## config.mk

```make
export PLATFORM = sky130hd
export DESIGN_NAME = moore_rr_arbiter
export DESIGN_NICKNAME = d
export VERILOG_FILES = /design/src/rtl/moore_rr_arbiter.sv
export SDC_FILE = /design/constraint.sdc
export NUM_CORES = 1
export LEC_CHECK = 0
export CAP_MARGIN = 20
export CORE_AREA = 2 2 39 41
export DETAILED_ROUTE_END_ITERATION = 10
export DIE_AREA = 0 0 41 43
export GPL_ROUTABILITY_DRIVEN = 0
export PLACE_DENSITY = 0.71
export SLEW_MARGIN = 30
export SYNTH_ARGS = -nofsm -noshare
export SYNTH_HDL_FRONTEND = slang
export SYNTH_SLANG_ARGS = --single-unit
```

## constraint.sdc

```tcl
create_clock -name clk -period 4.7 [get_ports clk]
set_input_delay 0.47 -clock clk [delete_from_list [all_inputs] [get_ports clk]]
set_output_delay 0.47 -clock clk [all_outputs]
set_load 0.01 [all_outputs]
```

## src/rtl/moore_rr_arbiter.sv

```systemverilog
// Four-requester round-robin arbiter built as a Moore FSM (IDLE -> GRANT -> RELEASE).
// Optional hold-limit forced release is enabled by defining ARB_HOLD_TIMEOUT_EN.
module moore_rr_arbiter #(
    parameter int unsigned MAX_HOLD = 8
) (
    input  logic       clk,
    input  logic       rst,
    input  logic [3:0] req,
    input  logic [3:0] done,
    output logic [3:0] gnt,
    output logic [1:0] gnt_id,
    output logic       busy,
    output logic       timeout
);

    if (MAX_HOLD < 2 || MAX_HOLD > 255) begin : g_bad_max_hold
        $error("moore_rr_arbiter: MAX_HOLD must be in 2..255");
    end

    typedef enum logic [1:0] {
        IDLE    = 2'b00,
        GRANT   = 2'b01,
        RELEASE = 2'b10,
        BAD     = 2'b11
    } state_t;

    state_t     state, state_nxt;
    logic [1:0] ptr, ptr_nxt;
    logic [1:0] owner, owner_nxt;
    logic [1:0] pick, idx;
    logic       pick_vld;
    logic       rel_normal;
    logic       expire;

    // Scan downward so the requester closest to ptr is written last and wins.
    always_comb begin
        pick_vld = 1'b0;
        pick     = ptr;
        idx      = ptr;
        for (int i = 3; i >= 0; i--) begin
            idx = ptr + 2'(i);
            if (req[idx]) begin
                pick_vld = 1'b1;
                pick     = idx;
            end
        end
    end

    assign rel_normal = done[owner] | ~req[owner];

`ifdef ARB_HOLD_TIMEOUT_EN
    logic [7:0] hold_cnt;
    logic       to_flag;

    assign expire = (hold_cnt == 8'(MAX_HOLD - 1));

    // Counter is zero on every GRANT entry since it clears in all other states.
    always_ff @(posedge clk or negedge rst) begin
        if (!rst) begin
            hold_cnt <= 8'd0;
            to_flag  <= 1'b0;
        end else begin
            hold_cnt <= (state == GRANT) ? hold_cnt + 8'd1 : 8'd0;
            to_flag  <= (state == GRANT) && expire && !rel_normal;
        end
    end

    assign timeout = (state == RELEASE) && to_flag;
`else
    assign expire  = 1'b0;
    assign timeout = 1'b0;
`endif

    always_comb begin
        state_nxt = state;
        owner_nxt = owner;
        ptr_nxt   = ptr;
        case (state)
            IDLE: begin
                if (pick_vld) begin
                    owner_nxt = pick;
                    state_nxt = GRANT;
                end
            end
            GRANT: begin
                if (rel_normal || expire) begin
                    ptr_nxt   = owner + 2'd1;
                    state_nxt = RELEASE;
                end
            end
            RELEASE: state_nxt = IDLE;
            default: state_nxt = IDLE;
        endcase
    end

    always_ff @(posedge clk or negedge rst) begin
        if (!rst) begin
            state <= IDLE;
            ptr   <= 2'd0;
            owner <= 2'd0;
        end else begin
            state <= state_nxt;
            ptr   <= ptr_nxt;
            owner <= owner_nxt;
        end
    end

    // Outputs decode registered state only; reset clears them without a clock.
    assign busy   = (state == GRANT);
    assign gnt    = busy ? (4'b0001 << owner) : 4'b0000;
    assign gnt_id = busy ? owner : 2'd0;

endmodule

```

Word level (Yosys, flattened, before mapping)
Cells that the tools add are included.

Input port bits: 10. Register bits: 6. Word-level logic and storage cells: 47. Output and inout port bits: 8.

Magnitude comparators: 5. Equal/unequal tests: 3. $add $sub $neg: 4. Bitwise logic cells: 2. Muxes and demuxes: 25. Shift-type cells: 1. Reduce and logical (&&, ||, !) cells: 4.

Operator list (number): 2-bit by 3-bit less-than comparator with 1-bit output (second input constant) (5); 2-bit 2-to-1 mux (7); 1-bit binary-select mux with 2-bit select (6); 1-bit 2-to-1 mux (10); 2-bit AND reduction (3); 2-bit by 1-bit adder with 2-bit output (second input constant) (2); 2-bit adder (second input constant) (2); 4-bit 2-to-1 mux (1); 2-bit one-hot mux with 2 select lines (1); 1-bit by 2-bit left shift with 4-bit output (first input constant) (1); 2-bit by 1-bit == test with 1-bit output (second input constant) (1); 2-bit logical NOT (1); 2-bit by 1-bit != test with 1-bit output (second input constant) (1); 2-bit != test (second input constant) (1); 1-bit NOT (1); 1-bit bitwise OR (1).

Longest topological paths before layout
Gate-level depths: netlist of the first run.

Depth in word-level cells: 9. Mapped depth: 4. Mapped depth without buffers: 4.

Worst setup path before layout of the first run
No wires, ideal clock.

Path type: input-to-reg. Start: input port req[3]. End: register ptr[1]. Path buffers: 0. Cell stages on the path: 4. Setup slack: 3.190 ns. Data required time: 4.575 ns. Library setup time: 0.125 ns. Arrival time: 1.385 ns. Cell sequence: and4b_4 nor4_2 nand2_2 mux2_4.

Cells in the longest elaborated chain, start to end: 5.

Ends and longest elaborated chain: start, declared (RTL line 8) `input logic [3:0] req,`; 1-bit binary-select mux with 2-bit select (RTL line 49) `assign rel_normal = done[owner] | ~req[owner];`; 1-bit 2-to-1 mux (implied by the code) (RTL line 49); 1-bit NOT (RTL line 49); 1-bit bitwise OR (RTL line 49); 2-bit AND reduction (no source line); end signal, assigned (RTL line 103) `ptr <= ptr_nxt;`; end, declared (RTL line 28) `logic [1:0] ptr, ptr_nxt;`.

No other way between the ends. The select of a mux whose other input is x is not followed. A chain may end at the register's enable or synchronous reset.

Final worst setup path of the first run
Start: register owner[0]. End: output port gnt[0].

Cells in the longest elaborated chain, start to end: 2.

Ends and longest elaborated chain: start, declared (RTL line 29) `logic [1:0] owner, owner_nxt;`; start signal, assigned (RTL line 104) `owner <= owner_nxt;`; 1-bit by 2-bit left shift with 4-bit output (RTL line 110) `assign gnt = busy ? (4'b0001 << owner) : 4'b0000;`; 4-bit 2-to-1 mux (RTL line 110); end, declared (RTL line 10) `output logic [3:0] gnt,`.

No other way between the ends.

==> results of run 1 <==
[cell usage in the layout (no fill, tap or decap)]
cell type / count
nor2_1: 2
inv_1: 5
o211ai_1: 1
clkbuf_4: 3
or4_1: 1
nor3_1: 1
nand2_2: 1
mux2_4: 1
and2_1: 6
a211oi_1: 2
and2b_1: 1
nor4b_1: 1
a21oi_1: 1
a31oi_1: 1
dfrtp_1: 6
nor4_2: 1
a211o_1: 1
ha_1: 4
nand2_1: 3
o21ai_0: 2
and4b_4: 1
clkdlybuf4s50_1: 16
mux2i_1: 1
conb_1: 1
o22ai_1: 1
nor2b_1: 1
nor3b_1: 1
nor4bb_2: 1
and4bb_1: 1
[cell usage after synthesis]
cell type / number
o22ai_1: 1
mux2i_1: 1
mux2_4: 1
nor2b_1: 1
ha_1: 4
o21ai_0: 2
nand2_1: 3
a31oi_1: 1
buf_4: 1
nor4bb_2: 1
a21oi_1: 1
nor2_1: 2
and4b_4: 1
and4bb_1: 1
nor3_1: 1
dfrtp_1: 6
and2_1: 6
conb_1: 1
o211ai_1: 1
nor3b_1: 1
inv_1: 5
nor4b_1: 1
nand2_2: 1
a211o_1: 1
and2b_1: 1
nor4_2: 1
or4_1: 1
a211oi_1: 2
[per-stage QoR]
stage | hold WS (ns) | worst slack, ns | util (%)
2_1_floorplan | 0.174 | 3.19 | -
3_3_place_gp | 0.491 | 2.61 | 46.7
6_report | 0.469 | 2.56 | 48.4
3_5_place_dp | 0.488 | 2.59 | 46.7
4_1_cts | 0.471 | 2.54 | 48.4
5_1_grt | 0.485 | 2.42 | 48.4
[report_power, final]
part / switching [mW] / internal, mW / total [mW]
logic: 0.0822 / 0.111 / 0.193
clock network: 0.0187 / 0.0289 / 0.0476
registers: 0.0437 / 0.0780 / 0.122
total: 0.145 / 0.218 / 0.362
[registers in the layout, indices dropped and copies added (netlist names)]
signal and cells:
owner 2, state 2, ptr 2
[cells by family (layout without fill, tap and decap cells)]
| family | Yosys count | count (layout) |
|---|---|---|
| AND/OR/NAND/NOR | 22 | 22 |
| AO/OA/AOI/OAI | 9 | 9 |
| multiplexers | 2 | 2 |
| adder cells (fa/ha/maj) | 4 | 4 |
| other | 1 | 1 |
| flip-flops | 6 | 6 |
| buffers and inverters | 6 | 24 |
[routing by layer]
layer	GRT usage, %	routed length, microns	vias to the layer above
met4	8.00	0	0
met5	0	0	-
met1	22.4	464	184
met2	22.2	507	17
met3	6.28	58	0
li1	-	-	211
[cell type report]
type	instances	share of cell area [%]
Clock buffer	3	3.36
Inverter	5	2.80
Multi-Input combinational cell	38	44.5
Sequential cell	6	22.4
Tap cell	16	2.99
Timing Repair Buffer	16	23.9
[path summary, 6_finish.rpt]
| path | start | endpoint | slack [ns] | cells past startpoint |
|---|---|---|---|---|
| min reg2reg | state[1] | state[0] | 0.50 | 1 |
| min in group clk | state[1] | state[0] | 0.50 | 1 |
| max | owner[0] | gnt[0] | 2.56 | 4 |
| min | rst | ptr[0] | 0.47 | 1 |
| max in group asynchronous | rst | state[1] | 4.01 | 1 |
| max reg2reg | owner[0] | ptr[1] | 3.10 | 4 |
==> metrics.txt, run 1 <==
kind of path behind the tightest hold check=in -> async; share of synthesized area spent on multiplexers=under 10%; total power draw=approximately 360 uW; initial antenna violation count=0; initial drt markers=15; XOR/XNOR share of the synthesized area=0%; Net count, final=84; Die Span X=between 40 and 50 microns; share of synthesized cell area in full adder, half adder and majority cells=10.6%; count of port buffers added during placement=16; minimum period implied by the final worst setup slack=~2.1 ns; number of top-level design ports=18; multi-input logic area=around 300 sq um; ANT nets after route=0; # clock sinks=6; pin count of the biggest net entering global routing=10; placed cell area=647 sq um; cell chosen for the clock root=clkbuf_4; maximum capacitance violations=0; chip height=43 microns; Initial Util=between 30 and 40%; total standard cell area after synthesis=474 sq um; worst setup path class=reg -> out; category of cells accounting for the largest share of critical-path delay=buffers and inverters; simple logic cell fraction of the synthesized area=between 30% and 40%; Slew Viols, Final=0; share of the synthesized area in the top cell type=between 30% and 40%; Final setup viols=0; IR Drop Worst-Case VDD=roughly 0.22 mV; Inserted Clock Buffers=3; global-route usage over all layers=roughly 16%; post-synthesis cell count=50; number of synthesized register bits=6; post-cts gate resize count=0; # fillers=150; maximum cell stage delay along the critical path=0.50 ns; unrepaired setup endpoints after global routing=false; drt wl/cell=about 12 microns; DRC errors left=0; Peak Freq=between 400 and 500 MHz; area occupied by registers=150 sq um; post-CTS setup-driven buffer insertion count=0; routed wire length=just over 1 mm; dominant combinational cell family by area after synthesis=simple AND/OR/NAND/NOR gates; portion of the post-synthesis area used by sequential elements=31.7%; ranking of synthesized cells by area=dfrtp_1 (32%), ha_1 (11%), and2_1 (7.9%); count of vias placed by the detailed router=around 410; proportion of layout cells with a drive suffix above 1=between 10% and 20%; Static Leak=a little under 0.3 nW; Setup Total Neg Slack=0 ns; layout overhead on the synthesized area=41.2%; Rows=14; net count after synthesis=64; first-pass GRT wire length=between 1.5 and 2 mm; Power per Cell Area=roughly 540 nW/um^2; HPWL after detailed placement=between 800 and 900 microns; average footprint of a synthesized cell=~9.5 sq um; worst path buffer plus inverter count=2; Required @ worst endpoint=~4.2 ns; Floorplan Core Area=about 1400 sq um; final cell count without fillers=84; via count of the first global-routing pass=430; CP max-delay cell=dfrtp_1; crit start category=register; Synth Area in Compound Gates=about an eighth; CTS tree=yes; period utilization=45.5%; CP cell instances=inv_1 -> ha_1 -> and2_1 -> clkdlybuf4s50_1; final design instance area without fill=approximately 670 sq um; number of placed instances, taps included=81; diodes inserted=0; number of levels the H-tree was split into=1; clock-pin transition on the worst setup and hold timing paths=around 0.05 ns; dominant cell type by area after synthesis=dfrtp_1; largest buffer count on any clock path=2; arrival time reported for the critical path endpoint=roughly 1.7 ns; Crit Path Max Fanout=9; residual overflow from global routing=0; run status=complete, no violations; count of cell types in the netlist=28; clock latency reported for the late side of the worst-skew pair=approximately 0.24 ns; largest clock skew in the final design=about 0.0024 ns; Initial DRT Pass Iterations=4; overall die area=about 1800 sq um; Worst setup EP type=primary output; YS warnings=0; via/cell ratio=roughly 4.9; final hold vios=0; number of hold buffers added after cts=0
No activity file was read; power rests on OpenSTA's default activity.
==> run 2, diff against run 1 <==
--- a/config.mk
+++ b/config.mk
@@ -10,7 +10,7 @@
 export DETAILED_ROUTE_END_ITERATION = 10
 export DIE_AREA = 0 0 41 43
 export GPL_ROUTABILITY_DRIVEN = 0
-export PLACE_DENSITY = 0.71
+export PLACE_DENSITY = 0.74
 export SLEW_MARGIN = 30
 export SYNTH_ARGS = -nofsm -noshare
 export SYNTH_HDL_FRONTEND = slang
==> constraint.sdc (replaced) <==
create_clock -name clk -period 1.82 [get_ports clk]
set_input_delay 0.182 -clock clk [delete_from_list [all_inputs] [get_ports clk]]
set_output_delay 0.182 -clock clk [all_outputs]
set_load 0.01 [all_outputs]
==> metrics.txt, run 2 (synthesized netlist as in run 1, its figures left out) <==
Required @ worst endpoint=1.64 ns; number of hold buffers added after cts=0; routed wire length=1.02 mm; endpoint of the worst register-to-register path=ptr[1]; biggest registers after layout=owner: 2 flops, ptr: 2 flops, state: 2 flops; Net count, final=between 80 and 90; count of port buffers added during placement=16; leading cell types in the layout, fill and taps excluded=clkdlybuf4s50_1 (11), and2_1 (6), dlymetal6s2s_1 (5); diodes inserted=0; layout overhead on the synthesized area=49.3%; chip height=around 43 microns; kind of path behind the tightest hold check=in -> async; maximum capacitance violations=0; minimum period implied by the final worst setup slack=1.76 ns; Initial Util=approximately 34%; DRC errors left=0; CTS tree=yes; Inserted Clock Buffers=3; Peak Freq=569 MHz; number of levels the H-tree was split into=1; Static Leak=approximately 0.39 nW; initial antenna violation count=0; overall die area=between 1500 and 2000 sq um; proportion of layout cells with a drive suffix above 1=21.1%; run status=complete, no violations; final hold vios=0; Rows=14; number of placed instances, taps included=82; largest clock skew in the final design=~0.0043 ns; Final setup viols=0; Power per Cell Area=1360 nW/um^2; number of top-level design ports=18; Die Span X=41 microns; Floorplan Core Area=approximately 1400 sq um; arrival time reported for the critical path endpoint=between 1.5 and 2 ns; Setup Total Neg Slack=0 ns; commonest non-fill, non-tap cell in the layout=clkdlybuf4s50_1; cell chosen for the clock root=clkbuf_4; Crit Path Max Fanout=8; final worst hold slack=0.190 ns; global-route usage over all layers=13.4%; via count of the first global-routing pass=397; first-pass GRT wire length=1.68 mm; count of vias placed by the detailed router=~430; final cell count without fillers=between 80 and 90; HPWL after detailed placement=slightly below 800 microns; Slew Viols, Final=0; pin count of the biggest net entering global routing=10; drt wl/cell=between 10 and 15 microns; Worst setup EP type=primary output; FF-to-FF path depth=5; via/cell ratio=4.97; residual overflow from global routing=0; period utilization=between 90% and 100%; total power draw=966 uW; clock-pin transition on the worst setup and hold timing paths=approximately 0.040 ns; initial drt markers=1; crit start category=register; largest buffer count on any clock path=2; Initial DRT Pass Iterations=2; # clock sinks=6; beginning of the worst register-to-register path=owner[0]; ANT nets after route=0; unrepaired setup endpoints after global routing=false; worst setup path class=reg -> out; IR Drop Worst-Case VDD=around 0.64 mV; clock latency reported for the late side of the worst-skew pair=0.24 ns; r2r setup slk=0.13 ns
## run 2: cell types whose count changed in the layout (fill, tap and decap cells not counted)
cell             delta
clkdlybuf4s50_1     -5
buf_4               +3
dfrtp_1             -2
and2b_1             -1
inv_1               -1
inv_2               +1
dfrtp_2             +2
dlymetal6s2s_1      +5
and2b_2             +1
## run 2: timing repair
action	4_1_cts	5_1_grt
cloned	0	0
setup buffers	0	2
gates resized for setup	3	6
setup endpoints to repair	3	6
## run 2: worst max-delay path, cell delays in order (launching register included)
cell             delay, ns
dfrtp_1               0.40
and2b_2               0.29
and2_1                0.13
clkdlybuf4s50_1       0.52
## run 2: routing by layer
metal | vias to the layer above | global-route usage [%] | wire length (microns)
li1 | 219 | - | -
met2 | 15 | 21.3 | 485
met4 | 0 | 2.67 | 0
met1 | 198 | 17.9 | 487
met5 | - | 0 | 0
met3 | 0 | 3.14 | 48
## run 2: worst max path at each step
stage	cells after the start	endpoint	startpoint
3_5_place_dp	5	ptr[1]	req[3]
3_3_place_gp	5	ptr[1]	req[2]
4_1_cts	3	gnt[2]	state[1]
5_1_grt	3	gnt_id[0]	state[1]
2_1_floorplan	4	ptr[1]	owner[1]
6_report	3	gnt_id[0]	state[1]
## run 2: final cells by class
type / count / area, sq um
tap: 16 / 20.0
fill: 139 / 676
clock buffer: 3 / 22.5
sequential: 6 / 153
timing repair buffer: 19 / 195
multi-input combinational: 38 / 299
inverter: 5 / 18.8
## run 2: power by group
| part | total [mW] | internal, mW | switching, mW | leakage (nW) |
|---|---|---|---|---|
| Combinational | 0.557 | 0.309 | 0.248 | 0.311 |
| Sequential | 0.294 | 0.207 | 0.0873 | 0.0687 |
| Clock | 0.116 | 0.0742 | 0.0415 | 0.0138 |
## run 2: through the flow
step / worst slack, ns / area [sq um] / util (%)
global placement: 0.0849 / 654 / 47.3
global route: 0.00203 / 708 / 51.2
CTS: 0.00390 / 679 / 49.1
floorplan: 0.327 / 474 / -
detailed placement: 0.0443 / 654 / 47.3
finish: 0.0627 / 708 / 51.2
==> run 3, diff against run 2 <==
--- a/config.mk
+++ b/config.mk
@@ -10,6 +10,7 @@
 export DETAILED_ROUTE_END_ITERATION = 10
 export DIE_AREA = 0 0 41 43
 export GPL_ROUTABILITY_DRIVEN = 0
+export GPL_TIMING_DRIVEN = 0
 export PLACE_DENSITY = 0.74
 export SLEW_MARGIN = 30
 export SYNTH_ARGS = -nofsm -noshare
==> metrics.txt, run 3 (synthesized netlist as in run 1, its figures left out) <==
FF-to-FF path depth=5; via/cell ratio=about 4.9; number of levels the H-tree was split into=1; global-route met1 utilization=approximately 16%; arrival time reported for the critical path endpoint=between 1.5 and 2 ns; worst setup path class=reg -> out; initial antenna violation count=0; most used routing layer=met2; minimum period implied by the final worst setup slack=approximately 1.7 ns; largest clock skew in the final design=around 0.0015 ns; cell chosen for the clock root=clkbuf_4; layout overhead on the synthesized area=48.8%; first-pass GRT wire length=1.64 mm; final design instance area without fill=about 700 sq um; largest buffer count on any clock path=2; commonest non-fill, non-tap cell in the layout=clkdlybuf4s50_1; Net count, final=88; ANT nets after route=0; clock-pin transition on the worst setup and hold timing paths=0.04 ns; residual overflow from global routing=0; proportion of layout cells with a drive suffix above 1=22.2%; Final setup viols=0; # clock sinks=6; combinational group share of total power=57.3%; Worst setup EP type=primary output; chip height=approximately 43 microns; final hold vios=0; number of placed instances, taps included=82; Die Span X=41 microns; Power per Cell Area=around 1400 nW/um^2; count of vias placed by the detailed router=432; Required @ worst endpoint=1.64 ns; relative contribution of sequential cells to total power=a little under a third; Initial DRT Pass Iterations=2; crit start category=register; Peak Freq=about 570 MHz; HPWL after detailed placement=approximately 740 microns; initial drt markers=6; Static Leak=0.333 nW; Net Sw Power=around 380 uW; maximum capacitance violations=0; Inserted Clock Buffers=3; leading cell types in the layout, fill and taps excluded=clkdlybuf4s50_1 (15), and2_1 (6); pin count of the biggest net entering global routing=10; Rows=14; Floorplan Core Area=around 1400 sq um; Setup Total Neg Slack=0 ns; Slew Viols, Final=0; Initial Util=approximately a third; biggest registers after layout=owner: 2 flops, ptr: 2 flops, state: 2 flops; CTS tree=yes; met2 demand-to-capacity share in global routing=between 20% and 30%; met3 Resource Use GR=0%; diodes inserted=0; Crit Path Max Fanout=8; switching share of total power=between 30% and 40%; # fillers=roughly 130; count of port buffers added during placement=16; number of top-level design ports=18; overall die area=roughly 1800 sq um; DRC errors left=0; global-route usage over all layers=a little over an eighth; run status=complete, no violations; final cell count without fillers=88; placed cell area=approximately 650 sq um; drt wl/cell=about 11 microns; clock network power share=between 10% and 20%; total power draw=slightly below 1 mW; kind of path behind the tightest hold check=in -> async; period utilization=95.6%; IR Drop Worst-Case VDD=around 0.63 mV; number of hold buffers added after cts=0; Int Power=610 uW; routed wire length=959 microns; clock latency reported for the late side of the worst-skew pair=approximately 0.23 ns; via count of the first global-routing pass=approximately 420
-- run 3: changes by cell type in the layout (fill, tap and decap cells not counted), sizes merged --
| cell | delta |
|---|---|
| buf | +1 |
| clkdlybuf4s50 | +4 |
| dlymetal6s2s | -4 |
-- run 3: cell type report --
| type | instances | area, sq um | share of cell area (%) |
|---|---|---|---|
| Multi-Input combinational cell | 38 | 299 | 42.4 |
| Timing Repair Buffer | 19 | 185 | 26.2 |
| Sequential cell | 6 | 153 | 21.6 |
| Inverter | 5 | 18.8 | 2.66 |
| Tap cell | 16 | 20.0 | 2.84 |
| Clock buffer | 3 | 22.5 | 3.19 |
| Buffer | 1 | 7.51 | 1.06 |
-- run 3: power groups by stage --
| stage | clock [mW] | sequential (mW) | combinational (mW) |
|---|---|---|---|
| 6_report | 0.117 | 0.305 | 0.565 |
| 5_1_grt | 0.127 | 0.319 | 0.637 |
| 4_1_cts | 0.119 | 0.306 | 0.513 |
| 3_5_place_dp | 0 | 0.306 | 0.508 |
| 3_3_place_gp | 0 | 0.307 | 0.504 |
| 2_1_floorplan | 0 | 0.277 | 0.326 |
-- run 3: final timing paths --
| check | slack, ns | startpoint | end |
|---|---|---|---|
| max | 0.08 | state[1] | gnt[1] |
| min | 0.18 | rst | state[0] |
| max in group asynchronous | 1.41 | rst | owner[1] |
| min reg2reg | 0.48 | state[1] | state[0] |
| max reg2reg | 0.11 | owner[0] | ptr[1] |
| min in group clk | 0.48 | state[1] | state[0] |
-- run 3: per-stage QoR --
stage	hold WS [ns]	util (%)	setup WS (ns)
after floorplan	-0.114	-	0.327
after global placement	0.432	47.3	-0.0829
after detailed placement	0.435	47.3	-0.0604
after CTS	0.189	49.0	0.00449
after global routing	0.205	51.0	-0.00317
final	0.182	51.0	0.0808
-- run 3: repair_timing --
item	4_1_cts	5_1_grt
setup buffers	0	3
setup endpoints to repair	2	6
resized for setup	1	4
-- run 3: critical path, stage by stage, from the launching register on --
cell	delay, ns
dfrtp_1	0.40
and2b_2	0.27
and2_1	0.13
clkdlybuf4s50_1	0.52
-- run 3: routing by layer --
| layer | part of all wire [%] | vias to the layer above | wire, microns |
|---|---|---|---|
| met4 | 0 | 0 | 0 |
| li1 | - | 219 | - |
| met3 | 5.3 | 0 | 51 |
| met1 | 43 | 202 | 417 |
| met5 | 0 | - | 0 |
| met2 | 51 | 11 | 490 |
